### src/rtl/pdf_key_search_ctrl.sv
// pdf_key_search_ctrl
// Sequencer for the brute-force PDF key search. It walks a window of
// candidate 128-bit keys and hands one to the decryptor per handshake. Keys in
// flight are remembered in a small FIFO so that each returned plaintext block
// can be tied back to its key. The first block that starts with "%PDF-1."
// stops the search. The controller then drains the keys still in flight and
// raises done.
//
// Optional feature macro: PDF_KEY_STRICT_VER_EN
//   When defined, a match also requires the version byte res_data[7:0] to be
//   ASCII '0'..'7'. When undefined, the version byte is ignored.

module pdf_key_search_ctrl #(
  parameter int FIFO_DEPTH = 8,
  parameter int CNT_W      = 32
) (
  input  logic             clk,
  input  logic             rst_n,
  input  logic             start,
  input  logic             abort,
  input  logic [127:0]     key_base,
  input  logic [CNT_W-1:0] key_count,
  output logic             dec_valid,
  input  logic             dec_ready,
  output logic [127:0]     dec_key,
  input  logic             res_valid,
  input  logic [63:0]      res_data,
  output logic             busy,
  output logic             done,
  output logic             found,
  output logic [127:0]     found_key,
  output logic [CNT_W-1:0] keys_tried,
  output logic             proto_err
);

  localparam int              PTR_W   = (FIFO_DEPTH > 1) ? $clog2(FIFO_DEPTH) : 1;
  localparam logic [PTR_W:0]  DEPTH_C = (PTR_W + 1)'(FIFO_DEPTH);
  localparam logic [55:0]     PDF_HDR = 56'h255044462D312E;

  localparam logic [1:0] ST_IDLE  = 2'd0;
  localparam logic [1:0] ST_RUN   = 2'd1;
  localparam logic [1:0] ST_DRAIN = 2'd2;
  localparam logic [1:0] ST_DONE  = 2'd3;

  logic [1:0]       state_q, state_d;
  logic [127:0]     next_key_q, next_key_d;
  logic [CNT_W-1:0] remaining_q, remaining_d;
  logic [PTR_W-1:0] wr_ptr_q, wr_ptr_d;
  logic [PTR_W-1:0] rd_ptr_q, rd_ptr_d;
  logic [PTR_W:0]   count_q, count_d;
  logic [127:0]     mem_q [FIFO_DEPTH];
  logic [127:0]     mem_d [FIFO_DEPTH];
  logic             found_q, found_d;
  logic [127:0]     found_key_q, found_key_d;
  logic [CNT_W-1:0] keys_tried_q, keys_tried_d;
  logic             proto_err_q, proto_err_d;

  logic             fifo_full;
  logic             fifo_empty;
  logic             issue_ok;
  logic             push;
  logic             pop;
  logic [127:0]     head_key;
  logic             hdr_match;

  // Header recognition; the version byte only matters in strict builds
`ifdef PDF_KEY_STRICT_VER_EN
  assign hdr_match = (res_data[63:8] == PDF_HDR) &&
                     (res_data[7:0] >= 8'h30) && (res_data[7:0] <= 8'h37);
`else
  logic unused_ver_byte;
  assign hdr_match       = (res_data[63:8] == PDF_HDR);
  assign unused_ver_byte = ^res_data[7:0];
`endif

  // Occupancy comes from the registered count. A pop from a full FIFO
  // therefore frees the slot only in the following cycle, and the issue
  // valid never looks at dec_ready.
  assign fifo_full  = (count_q == DEPTH_C);
  assign fifo_empty = (count_q == '0);
  assign issue_ok   = (state_q == ST_RUN) && (remaining_q != '0) && !fifo_full;
  assign push       = issue_ok && dec_ready;
  assign pop        = res_valid && !fifo_empty;
  assign head_key   = mem_q[rd_ptr_q];

  assign dec_valid  = issue_ok;
  assign dec_key    = next_key_q;
  assign busy       = (state_q == ST_RUN) || (state_q == ST_DRAIN);
  assign done       = (state_q == ST_DONE);
  assign found      = found_q;
  assign found_key  = found_key_q;
  assign keys_tried = keys_tried_q;
  assign proto_err  = proto_err_q;

  // Next-state logic for the sequencer, the key FIFO and the result flags
  always_comb begin
    state_d      = state_q;
    next_key_d   = next_key_q;
    remaining_d  = remaining_q;
    wr_ptr_d     = wr_ptr_q;
    rd_ptr_d     = rd_ptr_q;
    count_d      = count_q;
    mem_d        = mem_q;
    found_d      = found_q;
    found_key_d  = found_key_q;
    keys_tried_d = keys_tried_q;
    proto_err_d  = proto_err_q;

    case (state_q)
      ST_IDLE, ST_DONE: begin
        if (start) begin
          next_key_d   = key_base;
          remaining_d  = key_count;
          found_d      = 1'b0;
          found_key_d  = '0;
          keys_tried_d = '0;
          proto_err_d  = 1'b0;
          state_d      = ST_RUN;
        end
      end
      ST_RUN: begin
        // Results are checked only while running. The first match wins, and
        // anything still in flight after it is discarded during drain.
        if (pop) begin
          keys_tried_d = keys_tried_q + CNT_W'(1);
          if (hdr_match) begin
            found_d     = 1'b1;
            found_key_d = head_key;
          end
        end
        if ((pop && hdr_match) || abort) begin
          state_d = ST_DRAIN;
        end else if ((remaining_q == '0) && fifo_empty) begin
          state_d = ST_DONE;
        end
      end
      ST_DRAIN: begin
        if (fifo_empty) begin
          state_d = ST_DONE;
        end
      end
      default: begin
        state_d = ST_IDLE;
      end
    endcase

    // An accepted key is recorded in the FIFO even on an abort cycle,
    // because the decryptor now owns it and will return a result for it.
    if (push) begin
      mem_d[wr_ptr_q] = next_key_q;
      wr_ptr_d        = wr_ptr_q + PTR_W'(1);
      next_key_d      = next_key_q + 128'd1;
      remaining_d     = remaining_q - CNT_W'(1);
    end

    if (pop) begin
      rd_ptr_d = rd_ptr_q + PTR_W'(1);
    end

    if (push && !pop) begin
      count_d = count_q + (PTR_W + 1)'(1);
    end else if (pop && !push) begin
      count_d = count_q - (PTR_W + 1)'(1);
    end

    if (res_valid && fifo_empty) begin
      proto_err_d = 1'b1;
    end
  end

  // State, FIFO and result registers with asynchronous active-low reset
  always_ff @(posedge clk or negedge rst_n) begin
    if (!rst_n) begin
      state_q      <= ST_IDLE;
      next_key_q   <= '0;
      remaining_q  <= '0;
      wr_ptr_q     <= '0;
      rd_ptr_q     <= '0;
      count_q      <= '0;
      for (int i = 0; i < FIFO_DEPTH; i++) begin
        mem_q[i] <= '0;
      end
      found_q      <= 1'b0;
      found_key_q  <= '0;
      keys_tried_q <= '0;
      proto_err_q  <= 1'b0;
    end else begin
      state_q      <= state_d;
      next_key_q   <= next_key_d;
      remaining_q  <= remaining_d;
      wr_ptr_q     <= wr_ptr_d;
      rd_ptr_q     <= rd_ptr_d;
      count_q      <= count_d;
      mem_q        <= mem_d;
      found_q      <= found_d;
      found_key_q  <= found_key_d;
      keys_tried_q <= keys_tried_d;
      proto_err_q  <= proto_err_d;
    end
  end

endmodule

### config.mk
export PLATFORM = sky130hd
export DESIGN_NAME = pdf_key_search_ctrl
export DESIGN_NICKNAME = d
export VERILOG_FILES = /design/src/rtl/pdf_key_search_ctrl.sv
export SDC_FILE = /design/constraint.sdc
export NUM_CORES = 2
export LEC_CHECK = 0
export ABC_CLOCK_PERIOD_IN_PS = 3600
export BUFFER_PORTS_ARGS = -buffer_cell sky130_fd_sc_hd__buf_2
export CAP_MARGIN = 20
export CORE_ASPECT_RATIO = 1.2
export CORE_MARGIN = 4
export CORE_UTILIZATION = 45
export CTS_BUF_LIST = sky130_fd_sc_hd__clkbuf_8 sky130_fd_sc_hd__clkbuf_16
export CTS_CLUSTER_SIZE = 16
export DETAILED_ROUTE_END_ITERATION = 10
export PLACE_DENSITY = 0.68
export SKIP_CTS_REPAIR_TIMING = 1
export SLEW_MARGIN = 0
export SYNTH_ARGS = -nofsm -noshare
export SYNTH_HDL_FRONTEND = slang
export SYNTH_SLANG_ARGS = --single-unit
### constraint.sdc
create_clock -name clk -period 3.6 [get_ports clk]
set_input_delay 0.36 -clock clk [delete_from_list [all_inputs] [get_ports clk]]
set_output_delay 0.36 -clock clk [all_outputs]
set_load 0.03 [all_outputs]
# --- Word level (Yosys, flattened, before mapping) ---
# Index checks and enable logic that the tools add are counted.
word_totals:
  output_inout_bits: 293
  in_bits: 230
  ff_bits: 1358
op_classes:
  n_lt_le_gt_ge: 3
  eq_ne: 10
  n_addsub: 7
  n_reduce_logical: 32
  n_mux: 32
  n_bitwise: 2
op_table:
  columns: ["op", "count"]
  rows:
  - ["$mux 128", 9]
  - ["$bwmux 1024", 1]
  - ["$bmux 128 s3", 1]
  - ["$demux 128 s3", 1]
  - ["$pmux 128 s2", 1]
  - ["$mux 32", 5]
  - ["$add 128x1->128 const B", 1]
  - ["$pmux 32 s2", 1]
  - ["$eq 56x54->1 const B", 1]
  - ["$add 32x1->32 const B", 1]
  - ["$logic_not 32->1", 1]
  - ["$reduce_bool 32->1", 1]
  - ["$sub 32x1->32 const B", 1]
  - ["$reduce_bool 2->1", 6]
  - ["$logic_and 1x1->1", 10]
  - ["$ge 4x4->1 const B", 2]
  - ["$mux 2", 4]
  - ["$mux 4", 2]
  - ["$ne 2x2->1 const B", 4]
  - ["$not 3->4", 2]
  - ["$add 3x1->3 const B", 2]
  - ["$pmux 2 s3", 1]
  - ["$reduce_and 3->1", 2]
  - ["$mux 1", 5]
  - ["15 further kinds", 21]

# --- Longest topological paths before layout ---
depth:
  ltp_word: 8
  mapped_depth: 18
  depth_no_buf: 15

# --- Worst setup path before layout ---
# Ideal clock, no wire load.
synth_path:
  path_kind: "reg2reg"
  startpoint: "reg remaining_q[0]"
  endpoint: "reg count_q[3]"
  n_path_buf: 3
  required_ns: 3.475
  setup_slack_ns: -0.289
  stages_incl_launch_ff: 19
  setup_ns: 0.125
  arrival_ns: 3.764
  cell_sequence: "dfrtp_1 inv_1 ha_1 nor4b_1 nand2_1 or4_4 nand2_2 inv_1 buf_2 clkbuf_1 buf_1 ha_1 inv_1 ha_1 a21o_1 a21oi_1 xnor2_1 nor2_1 xor2_1"
synth_via:
  elab_chain_cells: 7
synth_lines:
  columns: ["item", "line", "source"]
  rows:
  - ["from (decl)", "47", "logic [CNT_W-1:0] remaining_q, remaining_d;"]
  - ["from (signal assigned)", "190", "remaining_q <= remaining_d;"]
  - ["$reduce_bool 32->1 *", "81", "assign issue_ok = (state_q == ST_RUN) && (remaining_q != '0) && !fifo_full;"]
  - ["$logic_and 1x1->1 * (2 in series)", "81", null]
  - ["$logic_and 1x1->1 *", "82", "assign push = issue_ok && dec_ready;"]
  - ["$logic_not 1->1", "162", "end else if (pop && !push) begin"]
  - ["$logic_and 1x1->1", "162", null]
  - ["$reduce_bool 2->1 (no source line)", null, null]
  - ["to (signal assigned)", "193", "count_q <= count_d;"]
  - ["to (decl)", "50", "logic [PTR_W:0] count_q, count_d;"]
# Mark *: on every way between the ends. The rest lies on a longest branch, timed or not.
# A chain may end at the register's enable or synchronous reset.

# --- Worst setup path after layout ---
layout_path:
  startpoint: "reg remaining_q[0]"
  endpoint: "out dec_valid"
layout_via:
  elab_chain_cells: 3
layout_lines:
  columns: ["item", "line", "source"]
  rows:
  - ["$reduce_bool 32->1", "81", null]
  - ["$logic_and 1x1->1 (2 in series)", "81", null]
  - ["to (decl)", "23", "output logic dec_valid,"]
# Every way passes these cells.

==> impl_metrics.py <==
metrics = {
    "outcome": {
        "status": "finished, violations left",
        "violations": "hold timing",
    },
    "floorplanning": {
        "die_h_um": 420,
        "dieArea_mm2": 0.148,
        "design.core.area_mm2": 0.141,
        "start_util": 0.453,
        "rows": 151,
        "die_width_um": 352,
        "ioPinCount": 523,
    },
    "yosys": {
        "seq_area_frac_synth": 0.533,
        "synth-edff-count": 0,
        "synth_warnings": 0,
        "synth.distinct_cells": 79,
        "ys_ff_latch": 1358,
        "yosysMostFrequentCell": "dfrtp_1",
        "syn_inst": 4831,
        "synth_top_cell_by_area": "dfrtp_1",
        "async_flop_share": 1.00,
        "synth_top_cell_area_share": 0.533,
        "synth_nets": 5073,
        "netlist_top_cells_area": "dfrtp_1, mux2_2, mux4_2",
        "synthFlopType": "dfrtp_1",
        "netlist_area_mm2": 0.0638,
        "synthTopCellsByCount": "dfrtp_1, mux2_2, nand2_1, clkbuf_1, mux4_2",
        "syn_area_per_cell_um2": 13.2,
    },
    "sta": {
        "hold_violations": 2,
        "hold_ws_ns": -0.0374,
        "fin_crit_ns": 3.51,
        "setup_viol": 0,
        "slew_viol_final": 0,
        "worst_slew_pin_slew_ns": 1.07,
        "clock_skew_ns": 0.0299,
        "timing.slew.headroom": 0.288,
        "max_clock_freq_ghz": 0.285,
        "post-route-period-util": 0.974,
    },
    "detailed_routing": {
        "vias_per_cell": 6.14,
        "dr.pass1.iters": 6,
        "route.detailed.drc": 0,
        "wirelength_um": 208000,
        "wl_per_cell_um": 28.2,
        "postRouteAntennaNets": 0,
        "drt_iter0_markers": 4432,
        "num_vias": 45300,
    },
    "setup_path": {
        "crit_path_max_fanout": 9,
        "reg2regPathDepth": 8,
        "required_ns": 3.24,
        "critPathArrivalTime_ns": 3.15,
        "critPathCaptureType": "output pin",
        "crit_path_start_kind": "flop",
        "path_class": "reg2out",
    },
    "cells_and_area": {
        "nets": 5684,
        "syn_to_final_growth_pct": 18.4,
        "fill_cells": 11800,
        "layout-drive-gt1-share": 0.416,
        "post-route-util": 0.536,
        "finalNonFillerCells": 7387,
    },
    "cts": {
        "cts_root_buf": "clkbuf_16",
        "clock_sinks": 1358,
        "cts_tree": "yes",
        "worstSkewPairLatency_ns": 0.78,
        "cts_max_level": 4,
        "numCtsBuffers": 141,
        "cts_max_path_buffers": 3,
        "clk_pin_slew_ns": 0.06,
    },
    "pwr": {
        "vdd_drop_max_uv": 598,
        "leakagePower_nw": 34.5,
        "powerDensity_mw_per_mm2": 871,
    },
    "global_routing": {
        "grt_pass1_wl_um": 305000,
        "grt_max_degree": 132,
        "track_usage": 0.279,
        "antenna_found_initial": 15,
        "grt_overflow": 0,
        "grt_pass1_vias": 45100,
    },
    "placement": {
        "dp_hpwl_um": 141000,
        "gp_congestion": 1.00,
        "dpl.cell_count": 6997,
        "portBuffers": 514,
    },
    "worst_hold_path": {
        "hold-path-cell-count": 3,
        "hold_class": "in2reg",
    },
    "job": {
        "drv_cap": 0,
    },
}
-- critical path, stage by stage (launching register included) --
cell and delay [ns]:
dfrtp_1 0.41, inv_1 0.09, ha_1 0.22, nor4b_4 0.23, buf_4 0.18, and3_1 0.36
nand3_4 0.25, and3_1 0.39, buf_2 0.23
-- cells in the final DEF, fill, tap and decap left out, drive strengths merged, types with 18 or more instances in the layout --
| master | n |
|---|---|
| a21oi | 63 |
| dfrtp | 1358 |
| o22ai | 35 |
| and3 | 50 |
| a221o | 18 |
| o21ai | 202 |
| nor2 | 127 |
| dlygate4sd3 | 138 |
| nand4 | 83 |
| nor4 | 81 |
| and4 | 23 |
| nor3 | 116 |
| or3 | 38 |
| mux2 | 1026 |
| mux2i | 148 |
| nand3 | 137 |
| buf | 770 |
| o211ai | 24 |
| xnor2 | 25 |
| inv | 93 |
| nand2 | 289 |
| a211oi | 26 |
| mux4 | 256 |
| clkinv | 21 |
| clkbuf | 168 |
-- report_power, final --
part	switching [mW]	internal [mW]	total, mW
registers	4.10	20.9	25.0
logic	13.9	11.9	25.8
clock network	6.19	8.86	15.1
total	24.2	41.6	65.8
-- stage by stage --
stage / TNS, ns / worst slack [ns] / power [mW] / cell area, µm²
after floorplan: 0 / 0.0520 / 41.1 / 63800
after global placement: 0 / 0.228 / 49.7 / 69400
after detailed placement: 0 / 0.257 / 50.7 / 69400
after CTS: -0.0246 / -0.0246 / 65.8 / 74100
after global routing: -0.000987 / -0.000987 / 69.0 / 75500
final: 0 / 0.0921 / 65.8 / 75600
-- sequential cells by signal, indices dropped and copies added (netlist names) --
signal       count
state_q          2
found_key      128
mem_q         1024
proto_err        1
remaining_q     32
wr_ptr_q         3
count_q          4
dec_key        128
keys_tried      32
found            1
rd_ptr_q         3
-- per-layer routing --
metal	track usage	routed length (µm)	up-vias
li1	-	-	19100
met1	0.386	85900	23900
met2	0.419	93500	1903
met3	0.0814	20200	409
met4	0.108	8580	4
met5	0	34	-
-- final cells by class --
cell class	count	area, µm²	share of cell area
Antenna cell	8	20.0	0.000265
Clock buffer	168	3960	0.0524
Clock inverter	76	772	0.0102
Inverter	55	209	0.00277
Multi-Input combinational cell	2978	27800	0.368
Sequential cell	1358	34000	0.450
Tap cell	1836	2300	0.0304
Timing Repair Buffer	908	6540	0.0866
-- final timing paths --
check	from	to	slack (ns)
min in group asynchronous	rst_n	found_key[64]	0.15
worst min-delay path	key_base[102]	dec_key[102]	-0.04
worst max-delay path	remaining_q[0]	dec_valid	0.09
max in group asynchronous	rst_n	dec_key[54]	2.07
worst min register to register	found_key[93]	found_key[93]	0.47
worst max register to register	remaining_q[10]	mem_q[737]	0.18
-- cells by family after synthesis --
group | after synthesis | synth area share
xor+xnor | 34 | 0.00467
fa+ha+maj | 12 | 0.00247
mux | 1430 | 0.295
simple gates | 1022 | 0.0825
flops | 1358 | 0.533
buf+inv | 495 | 0.0349
compound gates | 480 | 0.0481
No activity file was read; power rests on OpenSTA's default activity.
